## config.mk

```make
export PLATFORM = sky130hd
export DESIGN_NAME = qkv_requant_serializer
export DESIGN_NICKNAME = d
export VERILOG_FILES = /design/src/rtl/qkv_pkg.sv /design/src/rtl/qkv_requant_serializer_requant_sat.sv /design/src/rtl/qkv_requant_serializer.sv
export SDC_FILE = /design/constraint.sdc
export NUM_CORES = 1
export LEC_CHECK = 0
export CAP_MARGIN = 20
export CORE_MARGIN = 8
export CORE_UTILIZATION = 45
export DETAILED_ROUTE_END_ITERATION = 8
export PLACE_DENSITY = 0.73
export SLEW_MARGIN = 10
export SYNTH_ARGS = -nofsm -noshare
export SYNTH_HDL_FRONTEND = slang
export SYNTH_HIERARCHICAL = 1
export SYNTH_SLANG_ARGS = --single-unit
```

## constraint.sdc

```tcl
create_clock -name clk -period 94.1 [get_ports clk]
set_clock_uncertainty 0.1 [all_clocks]
set_input_delay 18.82 -clock clk [delete_from_list [all_inputs] [get_ports clk]]
set_output_delay 18.82 -clock clk [all_outputs]
set_load 0.03 [all_outputs]
```

## src/rtl/qkv_pkg.sv

```systemverilog
// rtl/qkv_pkg.sv - shared types and constants for the Q/K/V requantizing serializer
package qkv_pkg;

   localparam int SHIFT_W = 5;

   typedef enum logic {
      IDLE   = 1'b0,
      STREAM = 1'b1
   } state_t;

   function automatic int acc_width(input int dw, input int n);
      return 2 * dw + $clog2(n);
   endfunction

endpackage

```

## src/rtl/qkv_requant_serializer_requant_sat.sv

```systemverilog
// rtl/qkv_requant_serializer_requant_sat.sv - rounding arithmetic right shift then signed saturation
module requant_sat
   import qkv_pkg::*;
#(
   parameter int ACC_W = 18,
   parameter int DW    = 4
)(
   input  logic signed [ACC_W-1:0] x,
   input  logic [SHIFT_W-1:0]      s,
   output logic signed [DW-1:0]    r,
   output logic                    sat
);

   // One guard bit so the rounding add can never wrap.
   localparam logic signed [ACC_W:0] MAX_V = (ACC_W+1)'(2**(DW-1) - 1);
   localparam logic signed [ACC_W:0] MIN_V = ~MAX_V;

   logic [SHIFT_W-1:0]   s_eff;
   logic signed [ACC_W:0] ext;
   logic signed [ACC_W:0] rnd;
   logic signed [ACC_W:0] sum;
   logic signed [ACC_W:0] shifted;

   always_comb begin
      s_eff   = (s > SHIFT_W'(ACC_W - 1)) ? SHIFT_W'(ACC_W - 1) : s;
      ext     = {x[ACC_W-1], x};
      rnd     = '0;
      if (s_eff != '0) begin
         rnd[s_eff - 1'b1] = 1'b1;
      end
      sum     = ext + rnd;
      shifted = sum >>> s_eff;
      sat     = 1'b0;
      r       = shifted[DW-1:0];
      if (shifted > MAX_V) begin
         r   = MAX_V[DW-1:0];
         sat = 1'b1;
      end else if (shifted < MIN_V) begin
         r   = MIN_V[DW-1:0];
         sat = 1'b1;
      end
   end

endmodule

```

## src/rtl/qkv_requant_serializer.sv

```systemverilog
// rtl/qkv_requant_serializer.sv - captures a Q/K/V frame and streams requantized heads; QKV_SAT_CNT_EN adds sat_count
module qkv_requant_serializer
   import qkv_pkg::*;
#(
   parameter int  PE_NUM = 12,
   parameter int  DW     = 4,
   parameter int  N      = 768,
   localparam int ACC_W  = acc_width(DW, N),
   localparam int HW     = $clog2(PE_NUM)
)(
   input  logic                    clk,
   input  logic                    rst,
   input  logic                    in_valid,
   input  logic signed [ACC_W-1:0] in_q [0:PE_NUM-1],
   input  logic signed [ACC_W-1:0] in_k [0:PE_NUM-1],
   input  logic signed [ACC_W-1:0] in_v [0:PE_NUM-1],
   input  logic [SHIFT_W-1:0]      shift_amt,
   output logic                    out_valid,
   input  logic                    out_ready,
   output logic [HW-1:0]           out_head,
   output logic signed [DW-1:0]    out_q,
   output logic signed [DW-1:0]    out_k,
   output logic signed [DW-1:0]    out_v,
   output logic                    out_last,
   output logic                    busy,
   output logic                    overflow
`ifdef QKV_SAT_CNT_EN
   ,
   output logic [15:0]             sat_count
`endif
);

   localparam logic [HW-1:0] LAST = HW'(PE_NUM - 1);

   state_t                  state;
   logic [HW-1:0]           head;
   logic signed [ACC_W-1:0] q_buf [0:PE_NUM-1];
   logic signed [ACC_W-1:0] k_buf [0:PE_NUM-1];
   logic signed [ACC_W-1:0] v_buf [0:PE_NUM-1];
   logic [SHIFT_W-1:0]      shift_reg;

   logic                    accept;
   logic                    last_acc;
   logic                    load;
   logic                    adv;
   logic [HW-1:0]           nxt_head;
   logic signed [ACC_W-1:0] sel_q;
   logic signed [ACC_W-1:0] sel_k;
   logic signed [ACC_W-1:0] sel_v;
   logic [SHIFT_W-1:0]      sel_s;
   logic signed [DW-1:0]    rq_q;
   logic signed [DW-1:0]    rq_k;
   logic signed [DW-1:0]    rq_v;
   logic                    sat_q;
   logic                    sat_k;
   logic                    sat_v;

   // The requantizers look one beat ahead so every output lands in a register:
   // on a load they see head 0 of the incoming frame, otherwise the next buffered head.
   always_comb begin
      accept   = out_valid && out_ready;
      last_acc = accept && (head == LAST);
      load     = in_valid && ((state == IDLE) || last_acc);
      adv      = accept && (head != LAST);
      nxt_head = (head == LAST) ? '0 : head + 1'b1;
      if (load) begin
         sel_q = in_q[0];
         sel_k = in_k[0];
         sel_v = in_v[0];
         sel_s = shift_amt;
      end else begin
         sel_q = q_buf[nxt_head];
         sel_k = k_buf[nxt_head];
         sel_v = v_buf[nxt_head];
         sel_s = shift_reg;
      end
   end

   requant_sat #(.ACC_W(ACC_W), .DW(DW)) u_rq_q (.x(sel_q), .s(sel_s), .r(rq_q), .sat(sat_q));
   requant_sat #(.ACC_W(ACC_W), .DW(DW)) u_rq_k (.x(sel_k), .s(sel_s), .r(rq_k), .sat(sat_k));
   requant_sat #(.ACC_W(ACC_W), .DW(DW)) u_rq_v (.x(sel_v), .s(sel_s), .r(rq_v), .sat(sat_v));

   always_ff @(posedge clk) begin
      if (rst) begin
         state     <= IDLE;
         head      <= '0;
         out_valid <= 1'b0;
         out_head  <= '0;
         out_q     <= '0;
         out_k     <= '0;
         out_v     <= '0;
         out_last  <= 1'b0;
         busy      <= 1'b0;
         overflow  <= 1'b0;
      end else begin
         if (in_valid && !load) begin
            overflow <= 1'b1;
         end
         if (load) begin
            for (int i = 0; i < PE_NUM; i++) begin
               q_buf[i] <= in_q[i];
               k_buf[i] <= in_k[i];
               v_buf[i] <= in_v[i];
            end
            shift_reg <= shift_amt;
            state     <= STREAM;
            head      <= '0;
            out_valid <= 1'b1;
            out_head  <= '0;
            out_q     <= rq_q;
            out_k     <= rq_k;
            out_v     <= rq_v;
            out_last  <= (LAST == '0);
            busy      <= 1'b1;
         end else if (adv) begin
            head     <= nxt_head;
            out_head <= nxt_head;
            out_q    <= rq_q;
            out_k    <= rq_k;
            out_v    <= rq_v;
            out_last <= (nxt_head == LAST);
         end else if (last_acc) begin
            state     <= IDLE;
            head      <= '0;
            out_valid <= 1'b0;
            out_last  <= 1'b0;
            busy      <= 1'b0;
         end
      end
   end

`ifdef QKV_SAT_CNT_EN
   logic [2:0]  beat_sat;
   logic [16:0] cnt_sum;

   // beat_sat tracks the flags of the beat currently on the outputs.
   always_comb begin
      cnt_sum = {1'b0, sat_count} + 17'(beat_sat[0]) + 17'(beat_sat[1]) + 17'(beat_sat[2]);
   end

   always_ff @(posedge clk) begin
      if (rst) begin
         beat_sat  <= '0;
         sat_count <= '0;
      end else begin
         if (load || adv) begin
            beat_sat <= {sat_v, sat_k, sat_q};
         end
         if (accept) begin
            sat_count <= cnt_sum[16] ? 16'hFFFF : cnt_sum[15:0];
         end
      end
   end
`endif

endmodule

```

### After elaboration in Yosys (flattened, before gate mapping)

Memory sizes are Yosys's and may differ from the RTL's.
Index checks and enable logic that the tools add are counted.

| storage, ports and cells | value |
|---|---|
| flip-flop bits (word level) | 28 |
| latch bits | 0 |
| bits in writable memories | 648 |
| ROM bits | 0 |
| bits of input ports | 657 |
| output and inout bits | 20 |
| logic and storage cells | 78 |
| memories kept | 3 |

| operators by class | value |
|---|---|
| $add $sub $neg | 5 |
| $mul | 0 |
| divide/modulo/power cells | 0 |
| magnitude comparators | 9 |
| eq/ne operators | 4 |
| shift-type cells | 3 |
| mux-type cells | 30 |
| bitwise operators | 1 |
| reductions and logical operators | 14 |

Memory list:

| memory | depth | bits a word | read ports | clocked after Yosys merged registers in | wr ports | line | source |
|---|---|---|---|---|---|---|---|
| k_buf | 12 | 18 | 1 | 0 | 12 | qkv_requant_serializer.sv:38 | `logic signed [ACC_W-1:0] k_buf [0:PE_NUM-1];` |
| q_buf | 12 | 18 | 1 | 0 | 12 | qkv_requant_serializer.sv:37 | `logic signed [ACC_W-1:0] q_buf [0:PE_NUM-1];` |
| v_buf | 12 | 18 | 1 | 0 | 12 | qkv_requant_serializer.sv:39 | `logic signed [ACC_W-1:0] v_buf [0:PE_NUM-1];` |

Operators with widths:

| kind | count |
|---|---|
| 4-bit two-way mux | 15 |
| 18-bit by 19-bit adder with 19-bit output | 3 |
| 19-bit by 4-bit > comparator with 1-bit output, second input constant | 3 |
| 19-bit by 4-bit less-than comparator with 1-bit output, second input constant | 3 |
| 19-bit by 5-bit >>> shifter with 19-bit output | 3 |
| 18-bit two-way mux | 3 |
| 19-bit two-way mux | 1 |
| 5-bit two-way mux | 2 |
| 4-bit equality test, second input constant | 2 |
| 1-bit two-way mux | 8 |
| 1-bit logical AND | 6 |
| 5-bit by 6-bit less-than comparator with 1-bit output, second input constant | 1 |
| 2-bit nonzero test | 3 |
| 1-bit demux with 5-bit select | 1 |
| 5-bit by 1-bit >= comparator with 1-bit output, second input constant | 1 |
| 5-bit > comparator, second input constant | 1 |
| 5-bit nonzero test | 1 |
| 5-bit by 1-bit subtractor with 5-bit output, second input constant | 1 |
| 4-bit by 1-bit adder with 4-bit output, second input constant | 1 |
| 4-bit != test, second input constant | 1 |
| 2-bit != test, second input constant | 1 |
| 2-bit AND reduction | 1 |
| 2-bit OR reduction | 1 |
| 1-bit logical NOT | 1 |
| other kinds (2) | 2 |

### Logic depth before layout (Yosys ltp)

| depth | value |
|---|---|
| depth in word-level cells | 20 |
| gate-level depth with buffers | 33 |
| gate-level depth less buffers | 25 |

### Cells and area by module

The synthesis kept the hierarchy.

Modules (own cells, without submodules):

| module | instances | cells an instance | area each (µm²) | seq. area each (µm²) |
|---|---|---|---|---|
| qkv_requant_serializer | 1 | 1,528 | 27,082.2 | 20,069.2 |
| requant_sat at u_rq_v | 1 | 453 | 2,959.1 | 0.0 |
| requant_sat at u_rq_q | 1 | 449 | 2,841.5 | 0.0 |
| requant_sat at u_rq_k | 1 | 430 | 2,801.4 | 0.0 |

### Worst setup path before layout

No wires, ideal clock.

| timing path | value |
|---|---|
| path type | input to register |
| from | input port out_ready |
| to | memory k_buf[0][0], enable pin |
| library setup time | 1.680 ns |
| data arrival time | 46.312 ns |
| required time | 92.320 ns |
| path slack | 46.008 ns |
| stages on the path | 5 |
| buffers on the path | 2 |
| path through | nand4b_1 -> a21bo_1 -> buf_2 -> clkbuf_1 -> nor2_1 |

RTL lines:

| what | line | source |
|---|---|---|
| start: declaration | qkv_requant_serializer.sv:19 | `input logic out_ready,` |
| end: declaration | qkv_requant_serializer.sv:38 |  |

### Worst setup path after layout

| timing path | value |
|---|---|
| from | input port out_ready |
| to | register out_v[0] |

| between the ends | value |
|---|---|
| cells in the longest elaborated chain, start to end | 20 |
| elaborated cells on any way between the ends | 26 |
| those cells by class | add/sub: 2; order compare: 5; shift: 1; mux: 10; reduce/logical: 8 |

Ends and longest elaborated chain:

| what | line | source |
|---|---|---|
| 1-bit logical AND * | qkv_requant_serializer.sv:61 | `accept = out_valid && out_ready;` |
| 1-bit logical AND * | qkv_requant_serializer.sv:62 | `last_acc = accept && (head == LAST);` |
| 1-bit logical OR * | qkv_requant_serializer.sv:63 | `load = in_valid && ((state == IDLE) \|\| last_acc);` |
| 1-bit logical AND * | qkv_requant_serializer.sv:63 |  |
| 5-bit two-way mux * | qkv_requant_serializer.sv:66 | `if (load) begin` |
| named net sel_s[3] | qkv_requant_serializer.sv:50 | `logic [SHIFT_W-1:0] sel_s;` |
| 5-bit > comparator | qkv_requant_serializer_requant_sat.sv:25 | `s_eff = (s > SHIFT_W'(ACC_W - 1)) ? SHIFT_W'(ACC_W - 1) : s;` |
| 5-bit two-way mux * | qkv_requant_serializer_requant_sat.sv:25 |  |
| [... 6 more ...] | - |  |
| 18-bit by 19-bit adder with 19-bit output | qkv_requant_serializer_requant_sat.sv:31 | `sum = ext + rnd;` |
| 19-bit by 5-bit >>> shifter with 19-bit output * | qkv_requant_serializer_requant_sat.sv:32 | `shifted = sum >>> s_eff;` |
| 19-bit by 4-bit less-than comparator with 1-bit output | qkv_requant_serializer_requant_sat.sv:38 | `end else if (shifted < MIN_V) begin` |
| 4-bit two-way mux | qkv_requant_serializer_requant_sat.sv:38 |  |
| 4-bit two-way mux * | qkv_requant_serializer_requant_sat.sv:35 | `if (shifted > MAX_V) begin` |
| named net rq_v[0] | qkv_requant_serializer.sv:53 | `logic signed [DW-1:0] rq_v;` |
| 4-bit two-way mux | qkv_requant_serializer.sv:115 | `end else if (adv) begin` |
| 4-bit two-way mux * | qkv_requant_serializer.sv:99 | `if (load) begin` |
| end signal: assignment | qkv_requant_serializer.sv:112 | `out_v <= rq_v;` |
| end signal: assignment | qkv_requant_serializer.sv:120 | `out_v <= rq_v;` |
| end: declaration | qkv_requant_serializer.sv:23 | `output logic signed [DW-1:0] out_v,` |

The timed path passes the listed nets; every way through them passes the cells marked *. The select of a mux whose other input is x is not followed.
A chain may end at the register's enable or synchronous reset.

==> qor.txt <==
Status = finished clean
Post-synth net total = 3573
RSZ-0062 raised after global routing = false
Detailed Route Iter0 Violations = 2885
NetSw = 0.224 mW
Final min period = 25.93 ns
Largest net degree at the start of global routing = 216
Power per Cell Area = 17.5 nW/um^2
Final cycle utilization of the critical path = 27.6%
WP data arrival = 26.38 ns
Routability cong. = 0.951
Max Slew Vio Count = 0
Most common cell after layout, fill and taps aside = clkdlybuf4s50_1
# setup viols final = 0
Maximum fanout along the worst path = 58
Clock Sinks = 676
Cells after synthesis = 2857
# DRC = 0
Worst-Margin Slew = 1.35 ns
Max stage delay cell, worst path = or3_1
Post-CTS Resized = 0
Clk Latency, worst-skew pair = 0.66 ns
Setup crit start kind = input port
Core Region = 78700 um^2
Via density = 6.14
Die width = 298 um
Clock Tree Root = clkbuf_16
Pre-antenna DRT Iters = 6
Final net count = 4169
DIE AREA = 88500 um^2
Sequential Area = 20100 um^2
Wire per inst = 28.3 um
Seq pwr share = 43.6%
Worst hold path class = register to register
# IOs = 677
Post-Syn Area per Cell = 12.5 um^2
Max incr delay on CP = 0.58 ns
Top Registers = k_buf (216), q_buf (216), v_buf (216)
Max Cap Viol = 0
Final wirelength = 130 mm
Ys Warns = 6
H-tree depth = 3
Number of routed nets with antenna violations = 0
Placed Cells = 4426
Hpwl dp = 98.3 mm
Critical path type = input port to register
GRT Residual Overflow = 0
Row count = 103
Vias in the first global route = 27645
Crit. End Element = register
GRT Total Usage = 28.0%
TritonCTS clock tree = built
Total CTS buffers = 74
Initial core utilization = 45.3%
Fill cells = 6318
Worst vdd ir = 0.0000190 V
Area Overhead vs Synth = 27.9%
Crit-path cells = clkdlybuf4s50_1, nand4b_1, a21boi_4, buf_4, nand2_1, nand2_2, buf_4, clkinv_1, or3_1, nor3_1, ha_1, and4_1, nand3_1, a21oi_1, nor3_2, or4_1, a32oi_1, o2111ai_1, o41a_1, o311a_1, a311oi_1, o21ai_0, a21oi_1
Switching Share = 28.0%
Worst Hold Launch = out_v[2]
First-pass GRT wire length = 188 mm
Sum Neg Setup Slack = 0 ns
Initial antenna violation count = 39
Max-slew headroom = 9.32%
Final Hold Viols = 0
Fmax = 38.6 MHz
Non-filler cells in the finished layout = 4587
Clock Tree Buf Depth = 3
Clock power frac = 35.8%
P_leak = 15.7 nW
IO Port Bufs = 676
Post-CTS Setup Bufs = 0
Fin Hold WS = 0.350 ns
Vias = 28178
Crit path from = out_ready
Multi-input gate area = 14500 um^2
Clk slew on worst S/H paths = 0.05 ns
Hold-fix buffers at CTS = 0
Most frequent cells in the layout = clkdlybuf4s50_1, edfxtp_1, nand2_1, nor2_1, a21oi_1
Cell area after synthesis = 35700 um^2
Layout cells sized above 1 = 10.7%
P_int = 0.576 mW
CP required = 94.55 ns
Reg-to-reg startpoint = head[0]
Gate power share = 20.6%
Die Y = 298 um
critical path, delay by kind of cell:
kind	cells	cell delay [ns]
AOI/OAI and AO/OA	9	2.51
and+or+nand+nor	9	2.42
buffers and inverters	4	2.11
adders and majority gates	1	0.48
power groups by stage:
stage	Sequential (mW)	Clock (mW)	Combinational, mW
3_3_place_gp	0.354	0	0.161
2_1_floorplan	0.367	0	0.0963
5_1_grt	0.349	0.301	0.176
6_report	0.349	0.286	0.165
3_5_place_dp	0.355	0	0.161
4_1_cts	0.349	0.290	0.162
path summary, 6_finish.rpt:
kind	cells past startpoint	slack (ns)	to
worst max-delay path	23	68.17	out_v[0]
worst min-delay path	2	0.35	out_v[2]
worst max register to register	21	85.21	out_v[0]
worst min register to register	2	0.35	out_v[2]
stage by stage:
| step | util (%) | setup WS (ns) | power, mW | instance area (um^2) |
|---|---|---|---|---|
| after floorplan | - | 46.01 | 0.463 | 35700 |
| after CTS | 57.8 | 68.36 | 0.800 | 45500 |
| after detailed placement | 54.8 | 67.73 | 0.515 | 43200 |
| after global placement | 54.8 | 67.74 | 0.516 | 43200 |
| final | 57.9 | 68.17 | 0.800 | 45600 |
| after global routing | 57.9 | 67.42 | 0.827 | 45600 |
area by class of cell:
| class | count | area share (%) |
|---|---|---|
| Antenna cell | 27 | 0.148 |
| Clock buffer | 95 | 4.32 |
| Clock inverter | 38 | 0.913 |
| Inverter | 41 | 0.337 |
| Multi-Input combinational cell | 1939 | 31.8 |
| Sequential cell | 676 | 44.0 |
| Tap cell | 1050 | 2.88 |
| Timing Repair Buffer | 721 | 15.6 |
per-layer routing:
layer  global-route usage [%]  share of wire [%]
met1                     35.8                 40
met2                     46.7                 49
met3                     7.18                8.7
met4                     8.53                2.9
met5                        0               0.11
No activity file was read; power rests on OpenSTA's default activity.
